$ cat config.mk
export PLATFORM = sky130hd
export DESIGN_NAME = game_round_timer
export DESIGN_NICKNAME = d
export VERILOG_FILES = /design/src/rtl/game_pkg.sv /design/src/rtl/bcd_down_counter.sv /design/src/rtl/game_round_timer.sv
export SDC_FILE = /design/constraint.sdc
export NUM_CORES = 1
export LEC_CHECK = 0
export CORE_MARGIN = 4
export CORE_UTILIZATION = 25
export DETAILED_ROUTE_END_ITERATION = 16
export SLEW_MARGIN = 25
export SYNTH_ARGS = -nofsm -noshare
export SYNTH_HDL_FRONTEND = slang
export SYNTH_SLANG_ARGS = --single-unit
$ cat constraint.sdc
create_clock -name clk -period 2.1 [get_ports clk]
set_input_delay 0.525 -clock clk [delete_from_list [all_inputs] [get_ports clk]]
set_output_delay 0.525 -clock clk [all_outputs]
set_load 0.01 [all_outputs]
$ cat src/rtl/game_pkg.sv
// Shared types and constants for the round timer: FSM state enum,
// tog_start phase encodings, BCD digit type and a binary-to-BCD helper.
package game_pkg;

    typedef enum logic [2:0] {
        S_IDLE,
        S_P1_RUN,
        S_P1_END,
        S_P2_RUN,
        S_P2_END
    } state_t;

    localparam logic [1:0] TOG_IDLE = 2'b00;
    localparam logic [1:0] TOG_P1   = 2'b01;
    localparam logic [1:0] TOG_P2   = 2'b11;

    typedef logic [3:0] bcd_t;

    // Two-digit BCD of a value in 0..99, tens in [7:4], ones in [3:0].
    function automatic logic [7:0] to_bcd(input int unsigned v);
        return {4'(v / 10), 4'(v % 10)};
    endfunction

endpackage

$ cat src/rtl/bcd_down_counter.sv
// Two-digit BCD down counter with synchronous load. Decrements saturate
// at 00, so the displayed time can never wrap.
module bcd_down_counter
    import game_pkg::*;
(
    input  logic       clk,
    input  logic       load_i,
    input  logic [3:0] load_tens_i,
    input  logic [3:0] load_ones_i,
    input  logic       dec_i,
    output logic [3:0] tens_o,
    output logic [3:0] ones_o,
    output logic       zero_o
);

    bcd_t tens_q, tens_d;
    bcd_t ones_q, ones_d;

    assign tens_o = tens_q;
    assign ones_o = ones_q;
    assign zero_o = (tens_q == 4'd0) && (ones_q == 4'd0);

    // Next digit value: load has priority, then a borrow-aware decrement.
    always_comb begin
        tens_d = tens_q;
        ones_d = ones_q;
        if (load_i) begin
            tens_d = load_tens_i;
            ones_d = load_ones_i;
        end else if (dec_i && !zero_o) begin
            if (ones_q == 4'd0) begin
                ones_d = 4'd9;
                tens_d = tens_q - 4'd1;
            end else begin
                ones_d = ones_q - 4'd1;
            end
        end
    end

    // Digit registers; reset is applied by the parent through load_i.
    always_ff @(posedge clk) begin
        tens_q <= tens_d;
        ones_q <= ones_d;
    end

endmodule

$ cat src/rtl/game_round_timer.sv
// Round sequencer and per-player countdown timer. The FSM and the
// one-second prescaler live here; the BCD digits live in bcd_down_counter.
// Optional build macro GAME_TIMER_PAUSE_EN adds a 'pause' input that
// freezes the prescaler and digits while a round is running.
module game_round_timer
    import game_pkg::*;
#(
    parameter int TICKS_PER_SEC = 50_000_000,
    parameter int ROUND_SECS    = 30
)(
    input  logic       clk,
    input  logic       rst,
    input  logic       start,
    input  logic       finish1,
    input  logic       finish2,
`ifdef GAME_TIMER_PAUSE_EN
    input  logic       pause,
`endif
    output logic [1:0] tog_start,
    output logic       enable1,
    output logic       enable2,
    output logic       time_out,
    output logic [3:0] secs_tens,
    output logic [3:0] secs_ones,
    output logic       sec_tick
);

    localparam int             PW         = (TICKS_PER_SEC > 1) ? $clog2(TICKS_PER_SEC) : 1;
    localparam logic [PW-1:0]  PRESC_MAX  = PW'(TICKS_PER_SEC - 1);
    localparam logic [7:0]     INIT_BCD   = to_bcd(ROUND_SECS);

    state_t        state_q, state_d;
    logic [PW-1:0] presc_q, presc_d;
    logic          time_out_q, time_out_d;
    logic          tick_q;
    logic [1:0]    tog_q, tog_d;
    logic          en1_q, en2_q;
    logic          load;
    logic          run, hold, tick, last_sec, zero;

`ifdef GAME_TIMER_PAUSE_EN
    assign hold = pause;
`else
    assign hold = 1'b0;
`endif

    assign run      = (state_q == S_P1_RUN) || (state_q == S_P2_RUN);
    assign tick     = run && !hold && (presc_q == PRESC_MAX);
    // This tick takes the display from 01 to 00: the round expires now.
    assign last_sec = tick && (secs_tens == 4'd0) && (secs_ones == 4'd1);

    bcd_down_counter u_digits (
        .clk         (clk),
        .load_i      (rst || load),
        .load_tens_i (INIT_BCD[7:4]),
        .load_ones_i (INIT_BCD[3:0]),
        .dec_i       (tick),
        .tens_o      (secs_tens),
        .ones_o      (secs_ones),
        .zero_o      (zero)
    );

    // Next state, prescaler and time_out; finish beats expiry on a tie.
    always_comb begin
        state_d    = state_q;
        presc_d    = presc_q;
        time_out_d = time_out_q;
        load       = 1'b0;
        if (run && !hold)
            presc_d = tick ? '0 : presc_q + 1'b1;
        unique case (state_q)
            S_IDLE: if (start) begin
                state_d = S_P1_RUN; load = 1'b1; presc_d = '0; time_out_d = 1'b0;
            end
            S_P1_RUN: begin
                if (finish1)       begin state_d = S_P1_END; time_out_d = 1'b0; end
                else if (last_sec) begin state_d = S_P1_END; time_out_d = 1'b1; end
            end
            S_P1_END: if (start) begin
                state_d = S_P2_RUN; load = 1'b1; presc_d = '0; time_out_d = 1'b0;
            end
            S_P2_RUN: begin
                if (finish2)       begin state_d = S_P2_END; time_out_d = 1'b0; end
                else if (last_sec) begin state_d = S_P2_END; time_out_d = 1'b1; end
            end
            S_P2_END: if (start) begin
                state_d = S_IDLE; load = 1'b1; presc_d = '0; time_out_d = 1'b0;
            end
            default: state_d = S_IDLE;
        endcase
    end

    // Phase code follows the state being entered so outputs change on the same edge.
    always_comb begin
        tog_d = TOG_IDLE;
        case (state_d)
            S_P1_RUN, S_P1_END: tog_d = TOG_P1;
            S_P2_RUN, S_P2_END: tog_d = TOG_P2;
            default:            tog_d = TOG_IDLE;
        endcase
    end

    // State and registered outputs.
    always_ff @(posedge clk) begin
        if (rst) begin
            state_q    <= S_IDLE;
            presc_q    <= '0;
            time_out_q <= 1'b0;
            tick_q     <= 1'b0;
            tog_q      <= TOG_IDLE;
            en1_q      <= 1'b0;
            en2_q      <= 1'b0;
        end else begin
            state_q    <= state_d;
            presc_q    <= presc_d;
            time_out_q <= time_out_d;
            tick_q     <= tick;
            tog_q      <= tog_d;
            en1_q      <= (state_d == S_P1_RUN);
            en2_q      <= (state_d == S_P2_RUN);
        end
    end

    assign tog_start = tog_q;
    assign enable1   = en1_q;
    assign enable2   = en2_q;
    assign time_out  = time_out_q;
    assign sec_tick  = tick_q;

endmodule

After elaboration in Yosys (flattened, before gate mapping)
Index checks and enable logic that the tools add are counted.
Storage, ports and cells
  word-level logic and storage cells: 61
  bits in registers: 43
Cells by class
  add/sub/neg operators: 3
  mux-type cells: 21
  eq/ne operators: 11
  reductions and logical operators: 17
Operators by type and width (count)
  $mux W26: 4
  $add A26 B1 Y26 const B: 1
  $eq A26 B26 Y1 const B: 1
  $mux W3: 7
  $pmux W3 S5: 1
  $eq A3 B2 Y1 const B: 4
  $logic_not A4 Y1: 2
  $sub A4 B1 Y4 const B: 2
  $eq A3 B1 Y1 const B: 2
  $eq A3 B3 Y1 const B: 2
  $mux W1: 6
  $logic_and A1 B1 Y1: 5
  $eq A4 B1 Y1 const B: 1
  $mux W4: 1
  $pmux W2 S2: 1
  $reduce_and A2 Y1: 2
  $reduce_or A2 Y1: 2
  $logic_not A3 Y1: 1
  $pmux W1 S3: 1
  $reduce_bool A3 Y1: 1
  $reduce_or A3 Y1: 1
  $logic_or A1 B1 Y1: 2
  $ne A2 B1 Y1 const B: 1
  $logic_not A1 Y1: 1

Longest topological paths before layout
Gate-level depths: netlist of the first run.
  depth after elaboration: 11
  mapped depth: 7

By module
A second synthesis of the first run with hierarchy kept.
Second synthesis, totals
  cells, all modules: 235
  area total of the unflattened synthesis: 2115.8 sq um
By module, submodules not included
  game_round_timer: cells an instance 190, instances 1, area an instance 1644.1 sq um, sequential area each 700.7 sq um
  bcd_down_counter: cells an instance 45, instances 1, area an instance 471.7 sq um, sequential area each 240.2 sq um

Least setup slack after synthesis of the first run
OpenSTA, ideal clock, no wires.
  path kind: flip-flop to flip-flop
  start: register presc_q[10]
  end: register u_digits.ones_q[3] (netlist: u_digits.ones_o[3])
  arrival time: 1.915 ns
  required time: 2.030 ns
  setup slack: 0.115 ns
  setup time: 0.070 ns
  clock period less this slack: 1.985 ns
  cell stages (with the launch flop): 6
  path buffers: 0
  cell sequence: dfxtp_1 or4_4 nor4_4 nand3_2 or4_1 a21oi_1
Between the ends
  word-level cells in the longest chain between the ends: 3
RTL lines
  from (decl): line game_round_timer.sv:33  | logic [PW-1:0] presc_q, presc_d;
  from (signal assigned): line game_round_timer.sv:115  | presc_q <= presc_d;
  $eq A26 B26 Y1: line game_round_timer.sv:48  | assign tick = run && !hold && (presc_q == PRESC_MAX);
  $logic_and A1 B1 Y1: line game_round_timer.sv:48
  $logic_and A1 B1 Y1: line bcd_down_counter.sv:30  | end else if (dec_i && !zero_o) begin
  to (signal assigned): line bcd_down_counter.sv:43  | ones_q <= ones_d;
  to (decl): line bcd_down_counter.sv:17  | bcd_t ones_q, ones_d;
Every way passes these cells.
A chain may end at the register's enable or synchronous reset.

Final worst setup path of the first run
Ends and elaborated chain as after synthesis.

==> impl_metrics.env, run 1 <==
export IMPL_layout_common_cells="dfxtp_1, nor2_1, xor2_1, buf_4, clkdlybuf4s50_1"
export IMPL_diodes=0
export IMPL_min_period_over_period_pct=97.6
export IMPL_async_reset_ff_share_pct=0
export IMPL_hpwl_mm=3.08
export IMPL_ys_ff_latch=43
export IMPL_tns_ns=0
export IMPL_die_area_um2=9550
export IMPL_die_h_um=97.7
export IMPL_worst_pin_slew_ns=0.425
export IMPL_drt_first_pass_iters=4
export IMPL_ys_flop_type="dfxtp_1"
export IMPL_worstHoldPathType="flip-flop to flip-flop"
export IMPL_drv_cap=0
export IMPL_status="finished clean"
export IMPL_vias=1760
export IMPL_avgViaCountPerCell=4.73
export IMPL_start_util_pct=25.9
export IMPL_drc=0
export IMPL_fmax_mhz=488
export IMPL_crit_slowest_cell="or4_4"
export IMPL_slew_headroom_pct=71.6
export IMPL_fin_hold_ws_ns=0.483
export IMPL_crit_chain="or4_4, nor4_4, nand3_2, or4_1, a21oi_1"
export IMPL_syn_to_final_growth_pct=28.0
export IMPL_fin_worst_skew_ns=0.00707
export IMPL_power_density_nw_per_um2=613
export IMPL_htree_num_levels=2
export IMPL_synth_area_um2=2010
export IMPL_synth_area_per_cell_um2=8.71
export IMPL_clock_root_buffer="clkbuf_8"
export IMPL_cts_buffer_depth=2
export IMPL_grt_first_pass_wirelength_mm=7.62
export IMPL_fillerInstances=840
export IMPL_synthTopCellsByArea="dfxtp_1, xor2_1, nor2_1, nand4_1, a21oi_1"
export IMPL_cts_buffers=5
export IMPL_end_kind="flip-flop"
export IMPL_antenna_found_initial=0
export IMPL_final_common_cell="dfxtp_1"
export IMPL_p_leak_nw=0.923
export IMPL_nNetsFinal=277
export IMPL_crit_fanout=8
export IMPL_wire_per_inst_um=11.7
export IMPL_irDropWorstVdd_uv=221
export IMPL_io_buffers=18
export IMPL_yosys_warnings=0
export IMPL_grtUsageTotal_pct=9.46
export IMPL_wl_mm=4.35
export IMPL_multiInputGateArea_um2=1120
export IMPL_grt_max_degree=23
export IMPL_finalCriticalPeriod_ns=2.05
export IMPL_fp_dieW_um=97.7
export IMPL_drv_slew=0
export IMPL_synth_top_area_share_pct=42.8
export IMPL_layout_drive_gt1_share_pct=18.5
export IMPL_cts_tree="built"
export IMPL_grt_pass1_vias=1645
export IMPL_pin_count=19
export IMPL_overflow=0
export IMPL_cp_start_kind="flip-flop"
export IMPL_synthCells=231
export IMPL_ant_nets=0
export IMPL_rsz0062_at_grt="true"
export IMPL_worstSkewPairLatency_ns=0.29
export IMPL_dp_cells=363
export IMPL_syn_num_nets=239
export IMPL_drt_initial_drc_count=90
export IMPL_finalSetupViolCount=0
export IMPL_synth_top_area_cell="dfxtp_1"
export IMPL_path_clk_slew_ns=0.08
export IMPL_critPathMaxStageDelay_ns=0.54
export IMPL_core_area_um2=7770
export IMPL_rows=32
export IMPL_synth_edff_count=0
export IMPL_path_class="flip-flop to flip-flop"
export IMPL_hold_buffers=0
export IMPL_yosysUniqueCellTypes=46
export IMPL_clock_sinks=43
export IMPL_gp_congestion=0.796
export IMPL_finalHoldViolations=0
export IMPL_worst_ep_arrival_time_ns=2.28
export IMPL_fin_util_pct=33.2
export IMPL_final_instance_count_excl_fill=372
export IMPL_critPathRequiredTime_ns=2.33
export IMPL_regArea_um2=863
export IMPL_seq_area_frac_synth_pct=42.8
-- cells by family after synthesis --
logic type / Yosys count / share of synthesized area [%]
compound gates: 26 / 7.59
xor+xnor: 26 / 11.3
fa+ha+maj: 3 / 1.87
buf+inv: 11 / 2.67
flops: 43 / 42.8
mux: 3 / 1.55
simple gates: 119 / 32.2
-- worst max-delay path: cells and delay by family (launching register included) --
family             cells  cell delay (ns)
and+or+nand+nor        4             1.51
DFF                    1             0.33
AOI/OAI and AO/OA      1             0.15
-- synthesized netlist by cell type, drive strengths merged, types with 4 or more instances --
cell    instances
dfxtp          43
nor2           36
xor2           21
nand2          17
nand4          14
a21oi          13
nand3          13
nor3            7
o21ai           5
xnor2           5
and3            4
clkbuf          4
inv             4
nor4            4
-- metal layers --
layer	wire length [µm]	share of wire (%)	GRT usage, %	vias up
met3	171	3.9	2.51	5
met1	2140	49	12.6	841
met2	1970	45	14.7	24
met5	0	0	0	-
met4	60	1.4	3.51	0
li1	-	-	-	890
-- where the power goes --
part | leakage [nW] | switching (mW) | internal, mW
combinational | 0.513 | 0.0463 | 0.0374
sequential | 0.348 | 0.00561 | 0.823
clock | 0.0612 | 0.281 | 0.385
-- flip-flops by register name, summed over array words and instances (netlist names) --
register,count
tog_start,2
u_digits.ones_o,4
time_out,1
enable1,1
state_q,3
presc_q,26
u_digits.tens_o,4
enable2,1
sec_tick,1
-- metrics by stage --
stage                     area, µm²  worst slack, ns  power (mW)
after global routing           2580         -0.00311        1.65
after global placement         2420           0.0809       0.931
after CTS                      2540           0.0406        1.60
after floorplan                2010            0.115       0.898
after detailed placement       2420           0.0463       0.931
final                          2580           0.0498        1.58
-- path summary, 6_finish.rpt --
check,cells past startpoint,slack (ns),to,startpoint
worst min-delay path,2,0.48,presc_q[1],presc_q[1]
worst max-delay path,5,0.05,u_digits.ones_o[3],presc_q[10]
worst min register to register,2,0.48,presc_q[1],presc_q[1]
worst max register to register,5,0.05,u_digits.ones_o[3],presc_q[10]
-- repair_timing --
item                                    CTS  global route
endpoints found under the setup margin    0            26
gates resized for setup                   0             8
buffers inserted                          0             1
-- layout make-up --
class                   instances  area share, %
clock buffers                   6           3.21
clock inverters                 2           1.36
inverters                       4          0.583
multi-input cells             177           43.4
flip-flops and latches         43           33.5
well taps                     102           4.95
repair buffers                 38           13.0
Power figures use the tool's default switching activity.
==> inputs of run 2 (changes only) <==
--- a/config.mk
+++ b/config.mk
@@ -7,6 +7,7 @@
 export LEC_CHECK = 0
 export CORE_MARGIN = 4
 export CORE_UTILIZATION = 25
+export CTS_CLUSTER_DIAMETER = 40
 export DETAILED_ROUTE_END_ITERATION = 16
 export SLEW_MARGIN = 25
 export SYNTH_ARGS = -nofsm -noshare
==> results of run 2 <==
No change in the layout: final DEF, timing and power equal those of run 1.
==> inputs of run 3 (changes only) <==
--- a/config.mk
+++ b/config.mk
@@ -5,11 +5,12 @@
 export SDC_FILE = /design/constraint.sdc
 export NUM_CORES = 1
 export LEC_CHECK = 0
+export CAP_MARGIN = 20
 export CORE_MARGIN = 4
 export CORE_UTILIZATION = 25
 export CTS_CLUSTER_DIAMETER = 40
 export DETAILED_ROUTE_END_ITERATION = 16
-export SLEW_MARGIN = 25
+export SLEW_MARGIN = 20
 export SYNTH_ARGS = -nofsm -noshare
 export SYNTH_HDL_FRONTEND = slang
 export SYNTH_SLANG_ARGS = --single-unit
==> constraint.sdc (replaced) <==
create_clock -name clk -period 2.5 [get_ports clk]
set_input_delay 0.625 -clock clk [delete_from_list [all_inputs] [get_ports clk]]
set_output_delay 0.625 -clock clk [all_outputs]
set_load 0.01 [all_outputs]
==> run 3 against run 2 <==
Net effect: worst hold slack is essentially flat; critical path type unchanged; sequential share of layout area grew 2.4 points; sequential power shrank 16%; clock skew grew 0.0026 ns; non-clock buffer count shrank 16; via count shrank 6.5%; critical endpoint unchanged; highest routed layer unchanged; global-route usage shrank 0.35 points; die area is the same; final cell count shrank 4.6%.
==> impl_metrics.env, run 3 (same netlist as run 1, synthesis figures left out) <==
export IMPL_grtUsageTotal_pct=9.11
export IMPL_slew_headroom_pct=46.2
export IMPL_power_frac_comb_pct=5.4
export IMPL_pin_count=19
export IMPL_clock_root_buffer="clkbuf_8"
export IMPL_fmax_mhz=455
export IMPL_power_density_nw_per_um2=503
export IMPL_core_area_um2=7770
export IMPL_worst_r2r_setup_slack_ns=0.30
export IMPL_min_period_over_period_pct=87.9
export IMPL_grt_first_pass_wirelength_mm=7.19
export IMPL_finalCriticalPeriod_ns=2.20
export IMPL_finalHoldViolations=0
export IMPL_seq_power_share_pct=57.8
export IMPL_nNetsFinal=261
export IMPL_drv_slew=0
export IMPL_die_area_um2=9550
export IMPL_end_kind="flip-flop"
export IMPL_hold_buffers=0
export IMPL_largest_reg_flops=26
export IMPL_switching_power_mw=0.269
export IMPL_finalSetupViolCount=0
export IMPL_path_buf_inv=0
export IMPL_tns_ns=0
export IMPL_critPathMaxStageDelay_ns=0.55
export IMPL_hold_path_depth=2
export IMPL_vias=1646
export IMPL_placed_cell_area_um2=2310
export IMPL_ant_nets=0
export IMPL_grt_max_degree=23
export IMPL_place_ws_ns=0.317
export IMPL_die_h_um=97.7
export IMPL_worstSkewPairLatency_ns=0.29
export IMPL_p_leak_nw=0.818
export IMPL_reg2reg_from="presc_q[10]"
export IMPL_cts_resized=0
export IMPL_drt_first_pass_iters=4
export IMPL_setup_slack_ns=0.302
export IMPL_fin_worst_skew_ns=0.00966
export IMPL_syn_to_final_growth_pct=19.2
export IMPL_status="finished clean"
export IMPL_overflow=0
export IMPL_drc=0
export IMPL_rsz0062_at_grt="false"
export IMPL_clkPwrFrac_pct=36.8
export IMPL_htree_num_levels=2
export IMPL_irDropWorstVdd_uv=214
export IMPL_hpwl_mm=2.94
export IMPL_fp_dieW_um=97.7
export IMPL_cts_buffers=5
export IMPL_critPathTopFamily="simple AND/OR/NAND/NOR gates"
export IMPL_worst_pin_slew_ns=0.800
export IMPL_crit_start="presc_q[10]"
export IMPL_top_register="presc_q"
export IMPL_cp_start_kind="flip-flop"
export IMPL_final_common_cell="dfxtp_1"
export IMPL_path_class="flip-flop to flip-flop"
export IMPL_r2r_cells=5
export IMPL_crit_chain="or4_4, nor4_4, nand3_2, or4_1, a21oi_1"
export IMPL_diodes=0
export IMPL_layout_common_cells="dfxtp_1, nor2_1, xor2_1, clkdlybuf4s50_1, nand2_1"
export IMPL_drv_cap=0
export IMPL_wl_mm=4.08
export IMPL_layout_drive_gt1_share_pct=10.3
export IMPL_whs_endpoint="presc_q[1]"
export IMPL_p_int_mw=0.936
export IMPL_sw_frac_of_total_pct=22.3
export IMPL_path_clk_slew_ns=0.08
export IMPL_fin_area_um2=2400
export IMPL_start_util_pct=25.9
export IMPL_avgViaCountPerCell=4.64
export IMPL_worst_ep_arrival_time_ns=2.42
export IMPL_critPathRequiredTime_ns=2.72
export IMPL_cts_buffer_depth=2
export IMPL_drt_initial_drc_count=58
export IMPL_r2r_end="u_digits.ones_o[3]"
export IMPL_crit_fanout=8
export IMPL_clock_sinks=43
export IMPL_post_cts_setup_buffers=0
export IMPL_crit_slowest_cell="or4_4"
export IMPL_hold_start="presc_q[1]"
export IMPL_io_buffers=18
export IMPL_worstHoldPathType="flip-flop to flip-flop"
export IMPL_rows=32
export IMPL_cts_tree="built"
export IMPL_gp_congestion=0.798
export IMPL_grt_pass1_vias=1532
export IMPL_antenna_found_initial=0
export IMPL_wire_per_inst_um=11.5
==> run 3: worst min-delay path, stage by stage (launching register included) <==
cell and delay, ns:
dfxtp_1 0.33, nand2_1 0.06, a21oi_1 0.05
==> run 3: layout make-up <==
type	count	area (µm²)
fill	847	5370
multi-input combinational	177	1100
sequential	43	861
timing repair buffer	22	210
tap	102	128
clock buffer	6	82.6
inverter	4	15.0
clock inverter	1	5.00
==> run 3: worst max path at each step <==
stage	slack [ns]	to	depth (start not counted)
after CTS	0.29	u_digits.ones_o[3]	5
after detailed placement	0.32	tog_start[1]	6
final	0.30	u_digits.ones_o[3]	5
after floorplan	0.52	u_digits.ones_o[3]	5
after global placement	0.32	presc_q[16]	6
after global routing	0.15	u_digits.ones_o[3]	5
==> run 3: power by group through the flow <==
stage	logic, mW	clock network [mW]	registers (mW)
after global placement	0.0664	0	0.713
final	0.0655	0.443	0.697
after floorplan	0.0419	0	0.712
after detailed placement	0.0659	0	0.713
after global routing	0.0731	0.489	0.698
after CTS	0.0664	0.463	0.697
==> run 3: stage by stage <==
stage                     util [%]  hold WS [ns]  cells  power, mW
after detailed placement      29.8         0.472    348      0.779
after global routing          30.9         0.507    355       1.26
after CTS                     30.9         0.483    355       1.23
after global placement        29.8         0.466    348      0.779
final                         30.9         0.482    355       1.21
after floorplan                  -         0.446    231      0.754
==> run 3: metal layers <==
layer | wire length [µm] | track usage (%) | share of wire [%] | vias up
met5 | 0 | 0 | 0 | -
met4 | 88 | 4.47 | 2.2 | 0
met3 | 142 | 2.37 | 3.5 | 7
met2 | 1850 | 14.2 | 45 | 26
met1 | 2000 | 11.7 | 49 | 761
li1 | - | - | - | 852
